### src/rtl/tick_pkg.sv
// Shared constants and helpers for the tick divider.
//   DEFAULT_CNT_W : default counter/divisor width
//   CLK_HZ        : system clock frequency
//   hz_to_div()   : divisor for a requested tick rate
//   DIV_1HZ, DIV_10HZ : common divisors
package tick_pkg;

  localparam int unsigned DEFAULT_CNT_W = 28;
  localparam int unsigned CLK_HZ        = 100_000_000;

  // Divisor that yields 'hz' ticks per second at CLK_HZ.
  function automatic int unsigned hz_to_div(input int unsigned hz);
    return CLK_HZ / hz;
  endfunction

  localparam int unsigned DIV_1HZ  = hz_to_div(1);
  localparam int unsigned DIV_10HZ = hz_to_div(10);

endpackage

### src/rtl/tick_divider_if.sv
// Control/status bundle of the tick divider.
//   en, load, oneshot : per-channel controls (master -> slave)
//   div_in            : packed per-channel divisors, channel i at [i*CNT_W +: CNT_W]
//   tick, sq, busy    : per-channel status (slave -> master)
interface tick_divider_if #(
  parameter int unsigned NUM_CH = 4,
  parameter int unsigned CNT_W  = 28
);
  logic [NUM_CH-1:0]       en;
  logic [NUM_CH-1:0]       load;
  logic [NUM_CH-1:0]       oneshot;
  logic [NUM_CH*CNT_W-1:0] div_in;
  logic [NUM_CH-1:0]       tick;
  logic [NUM_CH-1:0]       sq;
  logic [NUM_CH-1:0]       busy;

  modport master (output en, load, oneshot, div_in, input tick, sq, busy);
  modport slave  (input en, load, oneshot, div_in, output tick, sq, busy);
endinterface

### src/rtl/tick_channel.sv
// One rate-generator channel: divisor, counter, armed flag, tick/square outputs.
//   clk, rst : clock, synchronous active-high reset
//   en       : count enable
//   load     : load divisor and re-arm
//   oneshot  : 1 = disarm after the next wrap
//   div_in   : divisor to load (0 is treated as 1)
//   tick     : registered one-cycle pulse per period
//   sq       : registered square wave, low floor(D/2), high ceil(D/2)
//   busy     : combinational en & armed
module tick_channel
  import tick_pkg::*;
#(
  parameter int unsigned CNT_W     = DEFAULT_CNT_W,
  parameter int unsigned RESET_DIV = DIV_1HZ
) (
  input  logic             clk,
  input  logic             rst,
  input  logic             en,
  input  logic             load,
  input  logic             oneshot,
  input  logic [CNT_W-1:0] div_in,
  output logic             tick,
  output logic             sq,
  output logic             busy
);

  logic [CNT_W-1:0] d;
  logic [CNT_W-1:0] cnt;
  logic             armed;
  logic             wrap;
  logic [CNT_W-1:0] cnt_nxt;

  // Terminal count detect; d is never 0 so d-1 cannot underflow.
  always_comb begin
    wrap    = (cnt == d - CNT_W'(1));
    cnt_nxt = wrap ? '0 : cnt + CNT_W'(1);
  end

  // Priority: rst > load > count > hold.
  always_ff @(posedge clk) begin
    if (rst) begin
      d     <= CNT_W'(RESET_DIV);
      cnt   <= '0;
      armed <= 1'b1;
      tick  <= 1'b0;
      sq    <= 1'b0;
    end else if (load) begin
      d     <= (div_in == '0) ? CNT_W'(1) : div_in;
      cnt   <= '0;
      armed <= 1'b1;
      tick  <= 1'b0;
      sq    <= 1'b0;
    end else if (en && armed) begin
      cnt  <= cnt_nxt;
      tick <= wrap;
      sq   <= (cnt_nxt >= (d >> 1));
      if (wrap && oneshot) begin
        armed <= 1'b0;
      end
    end else begin
      tick <= 1'b0;
    end
  end

  assign busy = en & armed;

endmodule

### src/rtl/tick_divider.sv
// Multi-channel programmable clock-enable generator.
//   clk, rst : clock, synchronous active-high reset
//   bus      : per-channel controls (en, load, oneshot, div_in) and
//              status (tick, sq registered; busy combinational)
module tick_divider
  import tick_pkg::*;
#(
  parameter int unsigned NUM_CH    = 4,
  parameter int unsigned CNT_W     = DEFAULT_CNT_W,
  parameter int unsigned RESET_DIV = DIV_1HZ
) (
  input  logic           clk,
  input  logic           rst,
  tick_divider_if.slave  bus
);

  for (genvar i = 0; i < NUM_CH; i++) begin : g_ch
    tick_channel #(
      .CNT_W     (CNT_W),
      .RESET_DIV (RESET_DIV)
    ) u_ch (
      .clk     (clk),
      .rst     (rst),
      .en      (bus.en[i]),
      .load    (bus.load[i]),
      .oneshot (bus.oneshot[i]),
      .div_in  (bus.div_in[i*CNT_W +: CNT_W]),
      .tick    (bus.tick[i]),
      .sq      (bus.sq[i]),
      .busy    (bus.busy[i])
    );
  end

endmodule

### src/flat_wrapper.sv
// flat-port wrapper written by rule: the top's interface ports become plain ports
module tick_divider_flat import tick_pkg::*;
#(
  parameter int unsigned NUM_CH    = 4,
  parameter int unsigned CNT_W     = DEFAULT_CNT_W,
  parameter int unsigned RESET_DIV = DIV_1HZ
)
  (clk, rst, bus_en, bus_load, bus_oneshot, bus_div_in, bus_tick, bus_sq, bus_busy);
  tick_divider_if #(.NUM_CH(NUM_CH), .CNT_W(CNT_W)) bus_i ();
  input  logic clk;
  input  logic rst;
  input wire logic [$bits(bus_i.en)-1:0] bus_en;
  input wire logic [$bits(bus_i.load)-1:0] bus_load;
  input wire logic [$bits(bus_i.oneshot)-1:0] bus_oneshot;
  input wire logic [$bits(bus_i.div_in)-1:0] bus_div_in;
  output wire logic [$bits(bus_i.tick)-1:0] bus_tick;
  output wire logic [$bits(bus_i.sq)-1:0] bus_sq;
  output wire logic [$bits(bus_i.busy)-1:0] bus_busy;
  assign bus_i.en = bus_en;
  assign bus_i.load = bus_load;
  assign bus_i.oneshot = bus_oneshot;
  assign bus_i.div_in = bus_div_in;
  assign bus_tick = bus_i.tick;
  assign bus_sq = bus_i.sq;
  assign bus_busy = bus_i.busy;
  tick_divider #(.NUM_CH(NUM_CH), .CNT_W(CNT_W), .RESET_DIV(RESET_DIV)) u_core (.clk(clk), .rst(rst), .bus(bus_i));
endmodule
### config.mk
export PLATFORM = sky130hd
export DESIGN_NAME = tick_divider_flat
export DESIGN_NICKNAME = d
export VERILOG_FILES = /design/src/rtl/tick_pkg.sv /design/src/rtl/tick_divider_if.sv /design/src/rtl/tick_channel.sv /design/src/rtl/tick_divider.sv /design/src/flat_wrapper.sv
export SDC_FILE = /design/constraint.sdc
export NUM_CORES = 1
export LEC_CHECK = 0
export ABC_AREA = 1
export ABC_CLOCK_PERIOD_IN_PS = 5990
export CORE_MARGIN = 2
export CORE_UTILIZATION = 55
export DETAILED_ROUTE_END_ITERATION = 16
export PLACE_DENSITY = 0.83
export REMOVE_ABC_BUFFERS = 1
export SYNTH_ARGS = -nofsm -noshare
export SYNTH_HDL_FRONTEND = slang
export SYNTH_SLANG_ARGS = --single-unit
### constraint.sdc
create_clock -name clk -period 5.99 [get_ports clk]
set_clock_uncertainty 0.05 [all_clocks]
set_input_delay 1.198 -clock clk [delete_from_list [all_inputs] [get_ports clk]]
set_output_delay 1.198 -clock clk [all_outputs]
set_load 0.05 [all_outputs]
* Word level (Yosys, flattened, before mapping)
Cells that the tools add are included.
Cells by class: $add $sub $neg 8, multipliers 0, div/mod/pow operators 0, order comparisons 4, equal/unequal tests 4, shift-type cells 0, mux-type cells 8, bitwise operators 8, reductions and logical operators 24
Operators by type and width (count):
- 28-bit two-way mux | 8
- 28-bit by 1-bit adder with 28-bit output, second input constant | 4
- 28-bit equality test | 4
- 28-bit by 27-bit >= comparator with 1-bit output | 4
- 28-bit zero test | 4
- 28-bit by 1-bit subtractor with 28-bit output, second input constant | 4
- 3-bit OR reduction | 4
- 1-bit logical AND | 8
- 2-bit AND reduction | 4
- 2-bit OR reduction | 4
- 1-bit AND | 4
- 1-bit inverter | 4
Storage, ports and cells: register bits after elaboration 236, latch bits 0, bits in writable memories 0, memory bits (read-only) 0, bits of input ports 126, output and inout port bits 12, word-level logic and storage cells 76, memories 0

* Depth between registers and ports, before layout
word-level depth 4, gate-level depth with buffers 39, depth with buffers taken out 38

* Modules after synthesis
Synthesis repeated with hierarchy kept, for this count alone.
Second synthesis, totals: cell total of the unflattened synthesis 2907, area, all modules 19252.2 um^2
By module, submodules not included:
- tick_channel at u_core.g_ch[1].u_ch ... | instances 2, cells each 742, area an instance 4912.2 um^2, seq. area each 1181.1 um^2
- tick_channel at u_core.g_ch[0].u_ch | instances 1, cells each 741, area an instance 4858.4 um^2, seq. area each 1181.1 um^2
- tick_channel at u_core.g_ch[3].u_ch | instances 1, cells each 682, area an instance 4569.4 um^2, seq. area each 1181.1 um^2

* Least setup slack after synthesis
No wires, ideal clock.
path kind register -> register, start register u_core.g_ch[3].u_ch.d[0], end register u_core.g_ch[3].u_ch.sq, setup time 119 ps, arrival 3257 ps, data required time 5821 ps, slack 2564 ps, cell stages (with the launch flop) 34, path buffers 1, clock period less this slack 3426 ps, cells stage by stage dfxtp_1 -> inv_1 -> ha_1 -> nand3_4 -> nor2_4 -> nand2_4 -> nor2_2 -> xor2_1 -> xor2_1 -> nand2_1 -> nor2_2 -> nand3_4 -> buf_2 -> nand3_1 -> inv_1 -> ha_1 -> a21oi_1 -> nand2_1 -> nand2_1 -> nand2_1 -> nand2_1 -> nand2_1 -> nand2_1 -> nand2_1 -> nand2_1 -> nand2_1 -> nand2_1 -> nand2_1 -> nand2_1 -> nand2_1 -> nand2_1 -> nand2_1 -> nand2_1 -> a21oi_1
On the way: cells in the longest elaborated chain, start to end 4
Ends and longest elaborated chain:
- start, declared | RTL line tick_channel.sv:27 | logic [CNT_W-1:0] d;
- start signal, assigned | RTL line tick_channel.sv:42 | d <= CNT_W'(RESET_DIV);
- start signal, assigned | RTL line tick_channel.sv:48 | d <= (div_in == '0) ? CNT_W'(1) : div_in;
- 28-bit by 1-bit subtractor with 28-bit output | RTL line tick_channel.sv:35 | wrap = (cnt == d - CNT_W'(1));
- 28-bit equality test | RTL line tick_channel.sv:35
- 28-bit two-way mux | RTL line tick_channel.sv:36 | cnt_nxt = wrap ? '0 : cnt + CNT_W'(1);
- via u_core.g_ch[3].u_ch.cnt_nxt[3] | RTL line tick_channel.sv:31 | logic [CNT_W-1:0] cnt_nxt;
- 28-bit by 27-bit >= comparator with 1-bit output | RTL line tick_channel.sv:56 | sq <= (cnt_nxt >= (d >> 1));
- end signal, assigned | RTL line tick_channel.sv:56
- end, declared | RTL line tick_channel.sv:23 | output logic sq,
The timed path passes the listed nets, and every way through them passes these cells. A chain may end at the register's enable or synchronous reset.

* Worst setup path after layout
start register u_core.g_ch[1].u_ch.d[0], end register u_core.g_ch[1].u_ch.sq
On the way: cells in the longest elaborated chain, start to end 4
Ends and longest elaborated chain (RTL line):
- start, declared | tick_channel.sv:27
- start signal, assigned | tick_channel.sv:42
- start signal, assigned | tick_channel.sv:48
- 28-bit by 1-bit subtractor with 28-bit output | tick_channel.sv:35
- 28-bit equality test | tick_channel.sv:35
- 28-bit two-way mux | tick_channel.sv:36
- via u_core.g_ch[1].u_ch.cnt_nxt[3] | tick_channel.sv:31
- 28-bit by 27-bit >= comparator with 1-bit output | tick_channel.sv:56
- end signal, assigned | tick_channel.sv:56
- end, declared | tick_channel.sv:23
The timed path passes the listed nets, and every way through them passes these cells.

==> results_dict.tcl <==
set metrics [dict create \
    grtUsageTotal 0.295 \
    p_leak_nw 10.6 \
    end_kind "flop" \
    vias 19300 \
    synthFlopType "dfxtp_1" \
    dp.cells 3464 \
    wl_per_cell_um 15.6 \
    clkLatencyLatePin_ns 0.58 \
    tns_ns 0 \
    pwr-share-comb 0.205 \
    synth_edf_count 0 \
    grt_pass1_wl_mm 88.4 \
    clk_path_buf_depth 3 \
    rsz0062_at_grt "no" \
    io_buffers 137 \
    critPathRequiredTime_ns 6.39 \
    yosys_warnings 0 \
    postSynthAreaPerCell_sq_um 6.51 \
    grt_overflow 0 \
    start_kind "flop" \
    die_h_um 191 \
    drt-initial-drc-count 1515 \
    hpwl_mm 42.5 \
    p_int_mw 2.97 \
    synth.distinct_cells 53 \
    cts.sinks 236 \
    synthArstFlopShare 0 \
    ioPinCount 138 \
    numCtsBuffers 28 \
    worst_slew_pin_slew_ns 0.743 \
    fin_crit_sh 0.736 \
    postCtsSetupBuffers 0 \
    initial_core_util 0.558 \
    clkTransAtPathRegs_ns 0.07 \
    holdBufCountCts 0 \
    cpMostUsedCell "nand2_1" \
    cts_repair_resize_count 0 \
    routed_wl_mm 54.9 \
    vias_per_cell 5.50 \
    peakVddDrop_mv 0.219 \
    fp.dieW_um 191 \
    coreArea_sq_um 34500 \
    yosys-top-cells-area "dfxtp_1 (25%), nand2_1 (12%), inv_1 (10%)" \
    crit_slowest_cell "nand3_2" \
    worstSetupPathType "flop to flop" \
    std_cell_rows 68 \
    layout.nets 3281 \
    power.switching_mw 1.39 \
    crit_arrival_ns 4.81 \
    first_global_vias 18600 \
    worst_hold_slack_ns 0.409 \
    yosysSeqAreaShare 0.245 \
    max_cap_viol_count 0 \
    syn-instance-count 2958 \
    crit_fanout 29 \
    remaining_drc_errors 0 \
    status "complete, no violations" \
    hold_path.class "flop to flop" \
    netlist.area_leader.share 0.245 \
    grt_max_degree 61 \
    layout-drive-gt1-share 0.0663 \
    clockPowerShare 0.393 \
    ant_nets 0 \
    synthesis.area_sq_um 19300 \
    place.gp.congestion 1.04 \
    pwr_density_cell_nw_per_um2 200 \
    synth_seq_cells 236 \
    syn2layout_area_growth_pct 13.0 \
    yosys.area.top_type "dfxtp_1" \
    die_area_sq_um 36500 \
    critPathMaxStageDelay_ns 0.53 \
    h-tree-depth 1 \
    maxSlewHeadroom 0.504 \
    dpl-instance-area_sq_um 20800 \
    fmax_mhz 227 \
    dr.pass1.iters 6 \
    p_sw_frac 0.318 \
    fillers 3118 \
    tritoncts "built" \
    setup-violations-final 0 \
    antenna_found_initial 0 \
    period_minus_slack_ns 4.41 \
    stdcell_count 3516 \
    slew_violations 0 \
    cts_root_buffer "clkbuf_16" \
    pwr-share-seq 0.403 \
    hold_viol 0 \
    final_area_sq_um 21800 \
]
[registers in the layout (all words and copies together) (netlist names)]
register and count:
u_core.g_ch.u_ch.armed 4, u_core.g_ch.u_ch.cnt 112, u_core.g_ch.u_ch.d 112, u_core.g_ch.u_ch.sq 4, u_core.g_ch.u_ch.tick 4
[path summary, 6_finish.rpt]
check / slack, ns / startpoint / end / cells after the start
max: 1.58 / u_core.g_ch[1].u_ch.d[0]$_SDFFE_PP0P_ / u_core.g_ch[1].u_ch.sq$_SDFFE_PP0P_ / 32
min: 0.41 / u_core.g_ch[3].u_ch.armed$_SDFFE_PP1P_ / u_core.g_ch[3].u_ch.armed$_SDFFE_PP1P_ / 2
max reg2reg: 1.58 / u_core.g_ch[1].u_ch.d[0]$_SDFFE_PP0P_ / u_core.g_ch[1].u_ch.sq$_SDFFE_PP0P_ / 32
min reg2reg: 0.41 / u_core.g_ch[3].u_ch.armed$_SDFFE_PP1P_ / u_core.g_ch[3].u_ch.armed$_SDFFE_PP1P_ / 2
[cell usage in the layout (no fill, tap or decap), types with 5 or more instances in the layout]
master / netlist / layout
a21oi_2: 10 / 10
nand3_1: 130 / 130
clkdlybuf4s50_1: 0 / 137
nor2_2: 46 / 46
nand4_1: 66 / 66
a211oi_1: 11 / 11
nand2_1: 607 / 607
nand3b_1: 9 / 9
nand3_2: 7 / 7
or2_2: 9 / 9
xnor2_1: 56 / 56
o22ai_1: 29 / 29
o21ai_1: 5 / 5
buf_4: 14 / 15
nand2_2: 11 / 11
a21oi_1: 171 / 171
nor3_2: 9 / 9
inv_2: 11 / 13
xor2_1: 184 / 184
clkbuf_16: 0 / 28
nor2_1: 237 / 237
nor4_1: 37 / 37
clkbuf_8: 0 / 5
nor2_4: 11 / 11
clkinv_2: 0 / 5
or2_4: 9 / 9
clkinv_4: 0 / 5
inv_1: 511 / 509
o211ai_1: 49 / 49
o21ai_0: 177 / 177
dfxtp_1: 236 / 236
nor3_1: 63 / 63
ha_1: 116 / 116
[area by class of cell]
class                           count  area (sq um)  share of cell area
Antenna cell                        1          2.50            0.000115
Clock buffer                       35           777              0.0357
Clock inverter                     16           148             0.00678
Inverter                          524          1970              0.0903
Multi-Input combinational cell   2097         12100               0.556
Sequential cell                   236          4720               0.217
Tap cell                          455           569              0.0261
Timing Repair Buffer              152          1480              0.0682
[critical path: cells and delay by family (launching register included)]
| kind | cells | cell delay (ns) |
|---|---|---|
| adders and majority gates | 2 | 0.55 |
| buffers and inverters | 2 | 0.19 |
| xor gates and xnor gates | 1 | 0.10 |
| AOI/OAI and AO/OA | 3 | 0.37 |
| DFF | 1 | 0.32 |
| and+or+nand+nor | 24 | 2.69 |
[cells in the mapped netlist, types with 10 or more instances]
library cell    n
nand2_1       607
buf_4          14
o22ai_1        29
o211ai_1       49
clkbuf_1       72
nand4_1        66
nor3_1         63
xnor2_1        56
nor4_1         37
a211oi_1       11
dfxtp_1       236
a21oi_1       171
xor2_1        184
inv_2          11
o21ai_0       177
nor2_2         46
nand2_2        11
nor2_4         11
inv_1         511
nor2_1        237
nand3_1       130
a21oi_2        10
ha_1          116
[per-stage QoR]
stage                     setup slack, ns  utilization  power, mW
after floorplan                      2.32            -       2.35
after global placement               1.62        0.603       2.63
after detailed placement             1.60        0.603       2.66
after CTS                            1.57        0.630       4.37
after global routing                0.975        0.630       4.56
final                                1.58        0.630       4.36
[power by group through the flow]
stage | Clock [mW] | Sequential [mW] | Combinational [mW]
after floorplan | 0 | 1.76 | 0.598
after global placement | 0 | 1.78 | 0.845
after detailed placement | 0 | 1.78 | 0.875
after CTS | 1.74 | 1.75 | 0.883
after global routing | 1.80 | 1.76 | 0.999
final | 1.71 | 1.76 | 0.893
[cells by family (layout without fill, tap and decap cells)]
group           Yosys count  after routing  share of synthesized area
flops                   236            236                      0.245
simple gates           1272           1272                      0.303
other cells               0              1                          0
xor+xnor                245            245                      0.115
buf+inv                 625            727                      0.127
fa+ha+maj               116            116                     0.0753
compound gates          464            464                      0.135
[metal layers]
layer,track usage,vias to the layer above,part of all wire
met3,0.0358,127,0.061
met4,0.100,0,0.033
li1,-,9664,-
met2,0.514,641,0.47
met5,0,-,0
met1,0.376,8909,0.44
Note: power is estimated with default switching activity, not from simulation.
==> edit, RTL diff (same flow settings) <==
`NUM_CH` is set to 4 in 3 places; all go to 3.
--- a/src/rtl/tick_divider_if.sv
+++ b/src/rtl/tick_divider_if.sv
@@ -4,5 +4,5 @@
 //   tick, sq, busy    : per-channel status (slave -> master)
 interface tick_divider_if #(
-  parameter int unsigned NUM_CH = 4,
+  parameter int unsigned NUM_CH = 3,
   parameter int unsigned CNT_W  = 28
 );
--- a/src/rtl/tick_divider.sv
+++ b/src/rtl/tick_divider.sv
@@ -6,5 +6,5 @@
   import tick_pkg::*;
 #(
-  parameter int unsigned NUM_CH    = 4,
+  parameter int unsigned NUM_CH    = 3,
   parameter int unsigned CNT_W     = DEFAULT_CNT_W,
   parameter int unsigned RESET_DIV = DIV_1HZ
--- a/src/flat_wrapper.sv
+++ b/src/flat_wrapper.sv
@@ -2,5 +2,5 @@
 module tick_divider_flat import tick_pkg::*;
 #(
-  parameter int unsigned NUM_CH    = 4,
+  parameter int unsigned NUM_CH    = 3,
   parameter int unsigned CNT_W     = DEFAULT_CNT_W,
   parameter int unsigned RESET_DIV = DIV_1HZ
Ports: changed (7 resized); port bits go from 138 to 104. The function was not compared with the original's and may differ.
==> edit against the unedited design <==
Total power down 29%; final area decreased by 26%; final cell count down 24%; clock power decreased by 34%; routed wire length fell by 25%; non-clock buffer count decreased by 36; worst setup slack got worse by 0.22 ns; synthesized area is 25% lower; count of clock-buffer cells in the layout decreased by 14; die area decreased by 25%; sequential cell count fell by 59; highest routed layer unchanged.
==> edit: results (changes against the unedited design) <==
result of the run=finished, final reports clean; total leakage power=0.00799 uW (-25%); worst-path cell with the longest stage delay=buf_4; CTS Buf Count=17 (-39%); length of routed met3 wiring=2950 um (-12%); met2 layer usage reported by global route=48.6% (-2.7 points); global-route wire length before repair=67500 um (-24%); number of buffers added on ports=103 (-25%); top cells by area, synth=dfxtp_1 25%, nand2_1 12%, inv_1 9.8%; wl on met1=17600 um (-26%); start point of the worst hold path=u_core.g_ch[0].u_ch.armed; number of gates resized after cts=0 (unchanged); Tightest Pin Transition=1.16 ns (+0.416 ns); maximum single-stage delay on the critical path=0.38 ns (-0.15 ns); final weighted congestion in routability-driven placement=0.991 (-4.4%); Max VDD drop=0.148 mV (-32%); combined global-route utilization of all metal layers=29.3% (-0.14 points); worst hold-check path type=flop to flop; nets=2489 (-24%); antenna diode instance count=0 (-1); leading cell types by count after synthesis=467 x nand2_1, 377 x inv_1, 213 x nor2_1, 177 x dfxtp_1, 146 x o21ai_0; Crit Reg-Reg Startpoint=u_core.g_ch[2].u_ch.d[0]; terminating pin of the worst hold path=u_core.g_ch[0].u_ch.armed; fraction of final layout cells sized beyond drive strength 1=4.83% (-1.8 points); final HPWL from detailed placement=31500 um (-26%); grt met1 use=37.5% (-0.10 points); adder-cell share of the synthesized area=7.57% (+0.035 points); fill cell instance count of the final layout=2372 (-24%); DR iter-0 viols=1315 (-13%); complex-gate fraction of the synthesized area=13.4% (-0.021 points); xor/xnor cell area share of the yosys netlist=10.9% (-0.56 points); insertion delay to the later sink of the worst-skew pair=0.45 ns (-0.13 ns); Global Route met3 Usage=5.35% (+1.8 points); vias in the first global route=14300 (-23%); Synthesis Warnings=0 (unchanged); hold-fix buffer count after cts=0 (unchanged); H-tree depth reported by CTS=4 (+3); clock tree root driver cell=clkbuf_16; critical path fanouts, max=20 (-31%); arrival time of the worst setup path=4.92 ns (+0.11 ns); placement-stage cell area=0.0156 mm2 (-25%); register area share after synthesis=24.6% (+0.11 points); registers with the highest flip-flop counts=u_core.g_ch.u_ch.cnt (84), u_core.g_ch.u_ch.d (84); initial antenna violation count=0 (unchanged); number of library cell types mapped by synthesis=50 (-5.7%); pin count of the biggest net entering global routing=61 (unchanged); maximum count of clock buffers along a single path=2 (-1); Post-CTS Setup Inserts=0 (unchanged); slack of the worst reg-to-reg path=1.36 ns (-0.22 ns); number of detailed-routing iterations run before antenna repair=7 (+1); met2 WL post-DR=18900 um (-27%); critical register-to-register path endpoint=u_core.g_ch[2].u_ch.sq; worst-case reg-to-reg path depth=40 (+25%); routed length per placed instance=15.4 um (-1.1%); total vias in the final route=14800 (-23%)
==> edit: final cells by class <==
class | instances | area (um2) | share of cell area (%)
clock buffers | 21 | 440 | 2.73
flip-flops and latches | 177 | 3540 | 21.9
clock inverters | 11 | 130 | 0.806
repair buffers | 116 | 1130 | 6.99
well taps | 335 | 419 | 2.60
inverters | 382 | 1430 | 8.88
multi-input cells | 1613 | 9050 | 56.0
==> edit: through the flow <==
| stage | hold WS, ns | setup WS, ns | std cells |
|---|---|---|---|
| after CTS | 0.417 | 1.41 | 2655 |
| after floorplan | 0.378 | 2.12 | 2172 |
| after global placement | 0.387 | 1.52 | 2623 |
| after detailed placement | 0.404 | 1.46 | 2623 |
| final | 0.416 | 1.36 | 2655 |
| after global routing | 0.444 | 0.834 | 2655 |
==> edit: report_power, final <==
part / internal, uW / switching [uW]
Clock: 619 / 512
Sequential: 1230 / 79.3
Combinational: 260 / 403
Total: 2110 / 995
